[config.mk]
export PLATFORM = sky130hd
export DESIGN_NAME = vic_irq_front
export DESIGN_NICKNAME = d
export VERILOG_FILES = /design/src/rtl/vic_irq_front.sv
export SDC_FILE = /design/constraint.sdc
export NUM_CORES = 1
export LEC_CHECK = 0
export CORE_ASPECT_RATIO = 1.25
export CORE_MARGIN = 4
export CORE_UTILIZATION = 42
export CTS_BUF_LIST = sky130_fd_sc_hd__clkbuf_8
export DETAILED_ROUTE_END_ITERATION = 7
export PLACE_DENSITY = 0.79
export SLEW_MARGIN = 30
export SYNTH_ARGS = -nofsm -noshare
export SYNTH_HDL_FRONTEND = slang
export SYNTH_SLANG_ARGS = --single-unit
[constraint.sdc]
create_clock -name clk -period 2.8 [get_ports clk]
set_input_delay 0.42 -clock clk [delete_from_list [all_inputs] [get_ports clk]]
set_output_delay 0.42 -clock clk [all_outputs]
set_load 0.03 [all_outputs]
[src/rtl/vic_irq_front.sv]
// vic_irq_front: interrupt front end for the vectored interrupt controller.
// Captures external lines, tracks pending / in-service state and presents one
// registered request plus source index to vic_ctrl.
// Build option: define VIC_IRQ_SYNC_EN to add a two-flop synchronizer on every
// i_ext bit (asynchronous pins). Without it i_ext must be synchronous to clk.
module vic_irq_front #(
  parameter int N_SRC = 31,
  parameter int IDX_W = 5
) (
  input  logic             clk,
  input  logic             rst,
  input  logic [N_SRC-1:0] i_ext,
  input  logic [N_SRC-1:0] i_enable,
  input  logic [N_SRC-1:0] i_edge_sel,
  output logic             o_irq_req,
  output logic [IDX_W-1:0] o_irq_idx,
  input  logic             i_irq_ack,
  input  logic             i_reti,
  output logic [N_SRC-1:0] o_pending,
  output logic [N_SRC-1:0] o_inservice
);

  logic [N_SRC-1:0] sync;
  logic [N_SRC-1:0] prev;
  logic [N_SRC-1:0] pending;
  logic [N_SRC-1:0] inservice;
  logic [N_SRC-1:0] edge_det;
  logic [N_SRC-1:0] ack_hot;
  logic [N_SRC-1:0] ins_low;
  logic [N_SRC-1:0] pend_nxt;
  logic [N_SRC-1:0] ins_nxt;
  logic [N_SRC-1:0] elig;
  logic             ack_ok;
  logic             enc_found;
  logic [IDX_W-1:0] enc_idx;

`ifdef VIC_IRQ_SYNC_EN
  logic [N_SRC-1:0] s1;
  logic [N_SRC-1:0] s2;

  // Two-flop synchronizer for asynchronous interrupt pins
  always_ff @(posedge clk) begin
    if (!rst) begin
      s1 <= '0;
      s2 <= '0;
    end else begin
      s1 <= i_ext;
      s2 <= s1;
    end
  end

  assign sync = s2;
`else
  assign sync = i_ext;
`endif

  assign edge_det = sync & ~prev;

  // An ack only counts while a request is actually being presented
  assign ack_ok  = i_irq_ack & o_irq_req;
  assign ack_hot = ack_ok ? (N_SRC'(1) << o_irq_idx) : '0;

  // One-hot of the lowest-index (highest-priority) in-service source
  assign ins_low = inservice & (~inservice + N_SRC'(1));

  // Pending/in-service next state: edge sticky until acked (new edge wins),
  // level follows input; reti clears first, then ack sets
  always_comb begin
    pend_nxt = (i_edge_sel & (edge_det | (pending & ~ack_hot))) | (~i_edge_sel & sync);
    ins_nxt  = (i_reti ? (inservice & ~ins_low) : inservice) | ack_hot;
  end

  // ins_low - 1 masks every index below the active in-service level;
  // with nothing in service it wraps to all-ones so every source qualifies
  assign elig = pending & i_enable & (ins_low - N_SRC'(1));

  // Fixed priority encoder: lowest eligible index wins
  always_comb begin
    enc_found = 1'b0;
    enc_idx   = '0;
    for (int unsigned i = 0; i < N_SRC; i++) begin
      if (elig[i] && !enc_found) begin
        enc_found = 1'b1;
        enc_idx   = IDX_W'(i);
      end
    end
  end

  // Registered state and request; ack forces the request low for a cycle
  always_ff @(posedge clk) begin
    if (!rst) begin
      prev      <= '0;
      pending   <= '0;
      inservice <= '0;
      o_irq_req <= 1'b0;
      o_irq_idx <= '0;
    end else begin
      prev      <= sync;
      pending   <= pend_nxt;
      inservice <= ins_nxt;
      if (i_irq_ack) begin
        o_irq_req <= 1'b0;
      end else begin
        o_irq_req <= enc_found;
        o_irq_idx <= enc_idx;
      end
    end
  end

  assign o_pending   = pending;
  assign o_inservice = inservice;

endmodule
==> metrics.md, run 1 <==
| Metric | Value |
|---|---|
| Post-CTS Resized | `0` |
| Slew Viols, Final | `0` |
| Total GRT Usage | `24.0%` |
| Origin of the critical flop-to-flop path | `o_inservice[3]` |
| Hold_buf cts | `0` |
| Worst hold path depth | `2` |
| CP endpoint kind | `register` |
| Ys async rst share | `0%` |
| Initial Util | `around 44%` |
| Htree depth | `3` |
| Unique masters post-synth | `63` |
| P_int | `approximately 2.4 mW` |
| Final hold vios | `0` |
| Nets@finish | `between 700 and 800` |
| Yosys reg bits | `slightly below 100` |
| First-pass DRT Iterations | `5` |
| Total grt overflow | `0` |
| GPL Wtd Cong | `between 0.9 and 1` |
| Reg clk slew, reported paths | `approximately 90 ps` |
| CP Data Arrival Time | `approximately 2900 ps` |
| Switching part of the total | `about a quarter` |
| Die height | `123 um` |
| Die width | `100 um` |
| Mean post-synth cell area | `8.72 um2` |
| Largest net degree at the start of global routing | `between 40 and 50` |
| Final Total Pwr | `approximately 3.3 mW` |
| Multi-input logic area | `between 2000 and 2500 um2` |
| Flop-to-flop setup slack | `between 100 and 150 ps` |
| Power per cell area | `approximately 500 nW/um2` |
| Worst skew pair latency | `about 370 ps` |
| Final std cells w/o fill | `between 800 and 900` |
| Max Cap Viol | `0` |
| I/O Buffers | `between 150 and 200` |
| Sequential share of power | `around 46%` |
| # diodes | `0` |
| DP Cell Count | `about 820` |
| Psw | `approximately 0.89 mW` |
| Fmax | `between 300 and 400 MHz` |
| Worst setup SP type | `register` |
| Worst reg2reg path depth | `9` |
| Min Tclk post-route | `around 2700 ps` |
| Worst hold-check path type | `reg2reg` |
| Synth Instances | `512` |
| Initial DRC count | `210` |
| Final period utilization | `between 90% and 100%` |
| Worst Max-Slew Pin Slew | `approximately 1000 ps` |
| Peak VDD IR | `slightly above 400 uV` |
| Fill count | `911` |
| Row count | `just over 40` |
| Net count of the mapped netlist | `approximately 610` |
| Leakage | `between 2 and 3 nW` |
| RSZ-0062 raised after global routing | `no` |
| Post CTS Setup Buffer Count | `0` |
| R2r endpoint | `o_irq_idx[0]` |
| Full die area | `12400 um2` |
| # DRC | `0` |
| Dpl hpwl | `approximately 12000 um` |
| Seq/Total Area, Yosys | `~44%` |
| Final instance area | `approximately 6600 um2` |
| Vias/cell | `between 5 and 6` |
| Max Buffers Root-to-Sink | `2` |
| CTS tree | `built` |
| Rel. slew slack | `a little over a third` |
| Worst path required time | `3020 ps` |
| Fraction of final layout cells sized beyond drive strength 1 | `around 8.1%` |
| CTS Root Cell | `clkbuf_8` |
| Core area | `a little over 10000 um2` |
| Commonest register cell after synthesis | `dfxtp_1` |
| Kind of critical path | `reg2reg` |
| HP Start | `prev[7]` |
| Register area | `just under 2000 um2` |
| Clock Skew | `approximately 6.6 ps` |
| Detailed-route via count | `4682` |
| Status | `finished clean` |
| CTS sink cnt | `99` |
| Dpl cell area | `6400 um2` |
| Initial antenna violation count | `0` |
| Final wirelength | `15100 um` |
| Hold Path Sink | `o_pending[7]` |
| EDFF count, synth | `0` |
| Combinational power share | `between 20% and 30%` |
| Clock share of power | `32.8%` |
| Worst Path Max Fanout | `5` |
| CTS buffer count | `9` |
| First-pass GRT wire length | `approximately 23000 um` |
| Final setup fails | `0` |
| YS warnings | `0` |
| Routed Antenna Nets | `0` |
| WL/cell | `~18 um` |
| Mapped cell area | `4460 um2` |
| Layout area overhead | `48.9%` |
| Vias in the first global route | `~4700` |
| I/O pin total | `between 150 and 200` |
==> cell usage in the layout, fill, tap and decap left out, drive strengths merged, types with 3 or more instances in the layout <==
cell type / instances
nand3: 14
a31oi: 6
nand2: 83
a211oi: 4
nor2: 25
and3: 3
nor3: 10
nor4: 5
nor4b: 5
inv: 7
o21a: 4
dfxtp: 99
a41o: 23
or3: 8
nand4: 3
o31ai: 7
clkbuf: 10
a22oi: 5
o41ai: 3
a21oi: 38
a21boi: 24
o21ai: 30
or4: 7
buf: 29
bufinv: 3
clkdlybuf4s50: 163
or2: 4
nor3b: 4
and2: 37
nand3b: 6
==> worst max-delay path by stage <==
stage,from,endpoint,slack [ps],cells past startpoint
global route,o_inservice[3],o_irq_idx[0],2,7
detailed placement,i_enable[2],o_irq_idx[0],-140,8
finish,o_inservice[3],o_irq_idx[0],110,9
global placement,i_enable[2],o_irq_idx[0],-60,8
floorplan,o_inservice[1],o_inservice[30],10,8
CTS,o_inservice[3],o_inservice[30],70,7
==> state kept, by name, indices dropped and copies added, names as in the netlist <==
signal and count:
o_pending 31, prev 31, o_irq_idx 5, o_irq_req 1, o_inservice 31
==> critical path: stages (launching register included) <==
cell	delay, ps
dfxtp_1	340
or4_1	630
buf_4	200
a211oi_1	390
nor3_1	160
buf_4	170
nand2_1	180
o211ai_1	150
o31ai_1	240
a21oi_1	100
==> per-layer routing <==
layer	GRT usage (%)	wire, um	part of all wire (%)
met3	3.61	956	6.3
met4	13.1	590	3.9
met2	42.0	7590	50
met5	0	0	0
met1	27.9	5970	40
==> logic make-up after synthesis <==
kind of cell,Yosys count,synth area share [%]
buffers and inverters,23,2.13
AO/OA/AOI/OAI,162,25.4
flip-flops,99,44.4
AND/OR/NAND/NOR,228,28.0
==> final cells by class <==
| class | count | area share, % |
|---|---|---|
| Clock inverter | 5 | 1.54 |
| Inverter | 6 | 0.339 |
| Timing Repair Buffer | 192 | 27.8 |
| Multi-Input combinational cell | 390 | 36.0 |
| Clock buffer | 10 | 2.07 |
| Tap cell | 129 | 2.43 |
| Sequential cell | 99 | 29.8 |
==> through the flow <==
step	hold WS [ps]	setup slack [ps]	utilization, %	TNS, ps
after floorplan	438	14.5	-	0
after global placement	445	-58.2	62.4	-80.0
after detailed placement	460	-138	62.4	-200
after CTS	487	71.6	64.7	0
after global routing	521	1.93	64.8	0
final	482	107	64.8	0
==> Yosys cell counts (all sizes together), types with 3 or more instances <==
cell type	instances	area share (%)
a41o	23	5.2
clkbuf	15	1.3
nor4	5	1.0
or4	7	1.2
or2	4	0.62
nor4b	5	1.3
and3	3	0.42
nor3b	4	0.67
or3	8	1.2
nand3	14	1.8
a21oi	38	4.3
o21a	4	0.67
a21boi	24	4.0
nand4	3	0.42
o21ai	30	3.4
nor2	25	2.1
o31ai	7	1.2
nand2	83	7.0
a22oi	5	0.84
nand3b	6	1.0
dfxtp	99	44
and2	37	5.2
inv	6	0.50
a31oi	6	0.84
nor3	10	1.2
o41ai	3	0.76
a211oi	4	0.67
==> power groups by stage <==
stage / logic (mW) / clock network [mW] / registers, mW
final: 0.708 / 1.09 / 1.53
after global routing: 0.758 / 1.16 / 1.54
after CTS: 0.708 / 1.11 / 1.53
after detailed placement: 0.705 / 0 / 1.56
after global placement: 0.698 / 0 / 1.56
after floorplan: 0.275 / 0 / 1.63
(Power assumes the default switching activity.)
==> run 2: changes to the inputs <==
Settings changed: CTS_CLUSTER_DIAMETER set to 120.
==> results of run 2 <==
Same layout as run 1: the final DEF is identical, and so are final timing and power.
==> variant 1 (config.mk and constraints of run 1) <==
The option `VIC_IRQ_SYNC_EN` is turned on by a define.
--- a/src/rtl/vic_irq_front.sv
+++ b/src/rtl/vic_irq_front.sv
@@ -4,4 +4,6 @@
 // Build option: define VIC_IRQ_SYNC_EN to add a two-flop synchronizer on every
 // i_ext bit (asynchronous pins). Without it i_ext must be synchronous to clk.
+`define VIC_IRQ_SYNC_EN
+
 module vic_irq_front #(
   parameter int N_SRC = 31,
Check against the original RTL: not equivalent (Yosys sat finds a counterexample within 4 cycles, from zero or initial values and one cycle with rst low).
==> variant 1 against run 1 <==
Clock power up 41%; worst setup slack better by 160 ps; sequential cell count increased by 62; count of clock-buffer cells in the layout increased by 9; wire length up 13%; design area increased by 25%; clock skew up 2.3 ps; die area up 33%; core utilization is 5.3 points lower; synthesized area is 36% higher; sequential power grew 58%; first-iteration DRC count grew 40%; critical path depth decreased by 2; total power up 36%; highest routed layer is now met5.
==> variant 1: results (changes against run 1) <==
| Metric | Value |
|---|---|
| Status | complete, no violations (unchanged) |
| Worst Setup EP | o_inservice[29] (was o_irq_idx[0]) |
| Vias in the first global route | 5347 (was 4660) |
| Worst R2R Setup Slack | 270 ps (was 110 ps) |
| Mapped Nets | 727 (was 609) |
| Hold crit path type | in2reg (was reg2reg) |
| Most frequent cells after synthesis | dfxtp_1 (161), and2_1 (97), nand2_1 (79), a21oi_1 (35), a21boi_0 (29) (was dfxtp_1 (99), nand2_1 (83), a21oi_1 (38), and2_1 (37)) |
| Ranking of synthesized cells by area | dfxtp_1 (53%), and2_1 (10%), nand2_1 (4.9%), a41o_1 (4.1%), a21boi_0 (3.6%) (was dfxtp_1 (44%), nand2_1 (7.0%), and2_1 (5.2%), a41o_1 (5.2%), a21oi_1 (4.3%)) |
| Placer Congestion | 0.924 (was 0.916) |
| Arr. time, crit path | 2870 ps (was 2910 ps) |
| Share of layout cells above drive strength 1 | 7.23% (was 8.12%) |
| Worst Reg2Reg Path Length in Cells | 7 (was 9) |
| Largest net degree at the start of global routing | 105 (was 46) |
| GRT Util Overall | 20.9% (was 24.0%) |
| Distinct cells, synth | 60 (was 63) |
| H-tree Lvls | 4 (was 3) |
| First-pass iteration count of the detailed router | 6 (was 5) |
| Fillers | 1235 (was 911) |
| Global-route wire length before repair | 26.4 mm (was 23.0 mm) |
| Fin Clk Skew | 8.89 ps (was 6.56 ps) |
| Initial antenna violation count | 1 (was 0) |
| Slowest-stage cell, CP | or4_4 (was or4_1) |
| Compound-Gate Fraction of Synth Area | 19.9% (was 25.4%) |
| Clk_lat worst skew | 460 ps (was 370 ps) |
| Worst hold path startpoint | rst (was prev[7]) |
| Max incr delay on CP | 590 ps (was 630 ps) |
| DR WL/cell | 17.2 um (was 18.2 um) |
| Vias per inst | 5.39 (was 5.63) |
| Slew @ Worst Pin | 929 ps (was 979 ps) |
| Register area share after synthesis | 53.2% (was 44.4%) |
| Leak | 3.34 nW (was 2.70 nW) |
| Detail Placement HPWL | 13.2 mm (was 12.0 mm) |
| Setup WS pre-CTS | -42.7 ps (was -138 ps) |
| Highest clock rate | 0.395 GHz (was 0.371 GHz) |
| Sw Pwr | 1.13 mW (was 0.889 mW) |
| CTS Buf Count | 17 (was 9) |
variant 1: cell count changes after synthesis, sizes merged, moves of 5 or more:
cell and delta:
or4 -5, clkbuf +8, o21ai -5, a21boi +7
and2 +60, a22oi -5, nand4 +6, nor4b -5
dfxtp +62
variant 1: worst register-to-register path: stages (launching register included):
cell	delay, ps
dfxtp_1	370
nor3_1	350
nand4_2	220
or4_4	590
or3_4	370
or3_1	310
a21oi_1	140
nor2_1	60
variant 1: cells by family (layout without fill, tap and decap cells):
kind of cell / count (synthesis) / after routing
buf+inv: 26 / 212
simple gates: 279 / 279
flops: 161 / 161
compound gates: 164 / 164
variant 1: metal layers:
layer	GRT usage, %	up-vias	routed length [um]
met5	0	-	8
met4	9.77	2	567
met3	7.70	43	1410
met2	35.6	201	8580
met1	23.1	2479	6530
li1	-	2615	-
variant 1: repair_timing:
action / 4_1_cts / 5_1_grt
resized for setup: 0 / 1
hold endpoints to repair: 0 / 0
setup endpoints to repair: 0 / 1
variant 1: worst min path at each step:
stage / end / cells past startpoint
after floorplan: s2[0] / 1
after global placement: s2[15] / 1
after detailed placement: s2[18] / 1
after CTS: o_irq_idx[2] / 2
after global routing: o_irq_idx[2] / 2
final: o_irq_idx[2] / 2
variant 1: layout make-up:
class	instances	area (um2)	share of cell area, %
clock buffers	19	262	3.14
clock inverters	12	95.1	1.14
inverters	3	11.3	0.135
multi-input cells	443	2750	33.1
flip-flops and latches	161	3220	38.7
well taps	175	219	2.63
repair buffers	178	1760	21.1
variant 1: through the flow:
step | cell area (um2) | hold WS, ps | util [%] | cells
2_1_floorplan | 6060 | 412 | - | 630
3_3_place_gp | 7950 | 413 | 56.8 | 960
3_5_place_dp | 7950 | 418 | 56.8 | 960
4_1_cts | 8310 | 322 | 59.4 | 991
5_1_grt | 8320 | 337 | 59.4 | 991
6_report | 8320 | 346 | 59.4 | 991
variant 1: power by group through the flow:
stage / Combinational, mW / Clock [mW] / Sequential [mW]
final: 0.567 / 1.54 / 2.41
after global routing: 0.611 / 1.67 / 2.42
after CTS: 0.565 / 1.57 / 2.41
after detailed placement: 0.562 / 0 / 2.47
after global placement: 0.551 / 0 / 2.46
after floorplan: 0.229 / 0 / 2.51
==> variant 2 (flow settings as in run 1) <==
Made on the original files. Put one more register stage on the output `o_irq_idx`, with the module's reset. The value now appears one clock later. The other outputs are not delayed to match.
--- a/src/rtl/vic_irq_front.sv
+++ b/src/rtl/vic_irq_front.sv
@@ -20,4 +20,6 @@
   output logic [N_SRC-1:0] o_inservice
 );
+
+  logic [IDX_W-1:0] o_irq_idx_s0;
 
   logic [N_SRC-1:0] sync;
@@ -59,5 +61,5 @@
   // An ack only counts while a request is actually being presented
   assign ack_ok  = i_irq_ack & o_irq_req;
-  assign ack_hot = ack_ok ? (N_SRC'(1) << o_irq_idx) : '0;
+  assign ack_hot = ack_ok ? (N_SRC'(1) << o_irq_idx_s0) : '0;
 
   // One-hot of the lowest-index (highest-priority) in-service source
@@ -94,5 +96,5 @@
       inservice <= '0;
       o_irq_req <= 1'b0;
-      o_irq_idx <= '0;
+      o_irq_idx_s0 <= '0;
     end else begin
       prev      <= sync;
@@ -103,5 +105,5 @@
       end else begin
         o_irq_req <= enc_found;
-        o_irq_idx <= enc_idx;
+        o_irq_idx_s0 <= enc_idx;
       end
     end
@@ -111,3 +113,11 @@
   assign o_inservice = inservice;
 
+  always_ff @(posedge clk) begin
+    if (!rst) begin
+      o_irq_idx <= '0;
+    end else begin
+      o_irq_idx <= o_irq_idx_s0;
+    end
+  end
+
 endmodule
Function: changed (Yosys sat finds a counterexample within 4 cycles, from zero or initial values and one cycle with rst low).
==> variant 2 against run 1 <==
Synthesized area is 4.9% higher; combinational power is 4.1% lower; worst setup slack improved by 130 ps; count of clock-buffer cells in the layout rose by 1; sequential cell count is 5 higher; design area increased by 1.8%; critical path type unchanged; wire length is 3.9% lower; critical path depth shrank 2; total power down 0.18%; largest power group unchanged.
==> variant 2: results (changes against run 1) <==
| Metric | Value |
|---|---|
| Status | complete, no violations (unchanged) |
| Placer Congestion | 0.931 (was 0.916) |
| Highest clock rate | 0.391 GHz (was 0.371 GHz) |
| Vias per inst | 5.58 (was 5.63) |
| Slowest-stage cell, CP | or4_4 (was or4_1) |
| Worst R2R Setup Slack | 240 ps (was 110 ps) |
| Distinct cells, synth | 50 (was 63) |
| Vias in the first global route | 4706 (was 4660) |
| Ranking of synthesized cells by area | dfxtp_1 (44%), a21boi_0 (8.0%), nand2_1 (5.7%), a41o_1 (5.3%), and2_1 (5.3%) (was dfxtp_1 (44%), nand2_1 (7.0%), and2_1 (5.2%), a41o_1 (5.2%), a21oi_1 (4.3%)) |
| Setup WS pre-CTS | 60.1 ps (was -138 ps) |
| Detail Placement HPWL | 11.3 mm (was 12.0 mm) |
| Slew margin rel. | 47.2% (was 34.7%) |
| Largest net degree at the start of global routing | 104 (was 46) |
| Leak | 2.76 nW (was 2.70 nW) |
| Compound-Gate Fraction of Synth Area | 26.4% (was 25.4%) |
| GRT Util Overall | 22.2% (was 24.0%) |
| Crit-path max FO | 7 (was 5) |
| Register area share after synthesis | 44.5% (was 44.4%) |
| Share of layout cells above drive strength 1 | 6.28% (was 8.12%) |
| Max incr delay on CP | 460 ps (was 630 ps) |
| Worst vdd ir | 0.287 mV (was 0.416 mV) |
| Hold crit path type | in2reg (was reg2reg) |
| Fin nets | 794 (was 795) |
| Final WL | 14.5 mm (was 15.1 mm) |
| Fin Clk Skew | 11.6 ps (was 6.56 ps) |
| Global-route wire length before repair | 22.9 mm (was 23.0 mm) |
| First-pass iteration count of the detailed router | 5 (unchanged) |
| Post-synthesis xor/xnor area fraction | 0% (unchanged) |
| Most frequent cells after synthesis | dfxtp_1 (104), nand2_1 (71), a21boi_0 (50), and2_1 (40), o21ai_0 (31) (was dfxtp_1 (99), nand2_1 (83), a21oi_1 (38), and2_1 (37)) |
| Detailed Route Iter0 Violations | 139 (was 210) |
variant 2: changes by cell type after synthesis, moves of 5 or more:
cell	run 1	this run
a21oi_1	38	19
nor2b_1	2	8
nand3_1	13	19
dfxtp_1	99	104
a21boi_0	24	50
o21ai_0	25	31
nand2_1	83	71
a21o_1	2	8
variant 2: cell type report:
type | instances | area [um2]
fill | 942 | 4010
multi-input combinational | 398 | 2510
clock buffer | 11 | 151
clock inverter | 4 | 68.8
sequential | 104 | 2080
timing repair buffer | 179 | 1760
inverter | 5 | 18.8
tap | 132 | 165
variant 2: worst max-delay path, delay by kind of cell (launching register included):
family             cells  cell delay [ps]
and+or+nand+nor        5             1650
AOI/OAI and AO/OA      2              400
DFF                    1              380
variant 2: timing repair:
item                       4_1_cts  5_1_grt
setup endpoints to repair        0        1
gates resized for setup          0        4
hold buffers                     0        0
variant 2: cell families (layout without fill, tap and decap cells):
logic type | after synthesis | after routing
buffers and inverters | 25 | 199
AOI/OAI and AO/OA | 172 | 172
DFF | 104 | 104
and+or+nand+nor | 226 | 226
variant 2: path summary, 6_finish.rpt:
path	from	to	cells after the start
worst min register to register	prev[23]	o_pending[23]	2
worst min-delay path	rst	o_irq_idx[0]	2
worst max-delay path	o_inservice[1]	o_inservice[30]	7
worst max register to register	o_inservice[1]	o_inservice[30]	7
variant 2: per-layer routing:
layer  up-vias  part of all wire (%)  GRT usage (%)  routed length (um)
met5         -                     0              0                   0
met2       147                    50           37.7                7240
met1      2183                    42           27.2                6040
met3        33                   5.7           3.60                 822
met4         0                   3.0           9.34                 430
li1       2287                     -              -                   -
variant 2: metrics by stage:
stage	power [mW]	instance area, um2	hold slack (ps)	instances	utilization (%)
floorplan	1.98	4680	438	527	-
global placement	2.30	6530	444	818	60.6
detailed placement	2.32	6530	453	818	60.6
CTS	3.34	6750	337	833	62.6
global route	3.46	6760	368	833	62.8
finish	3.33	6760	340	833	62.8
variant 2: power breakdown:
part	total, mW	switching (mW)	internal, mW	leakage (nW)
clock	1.04	0.495	0.543	0.117
combinational	0.679	0.336	0.343	1.79
sequential	1.61	0.0561	1.55	0.857
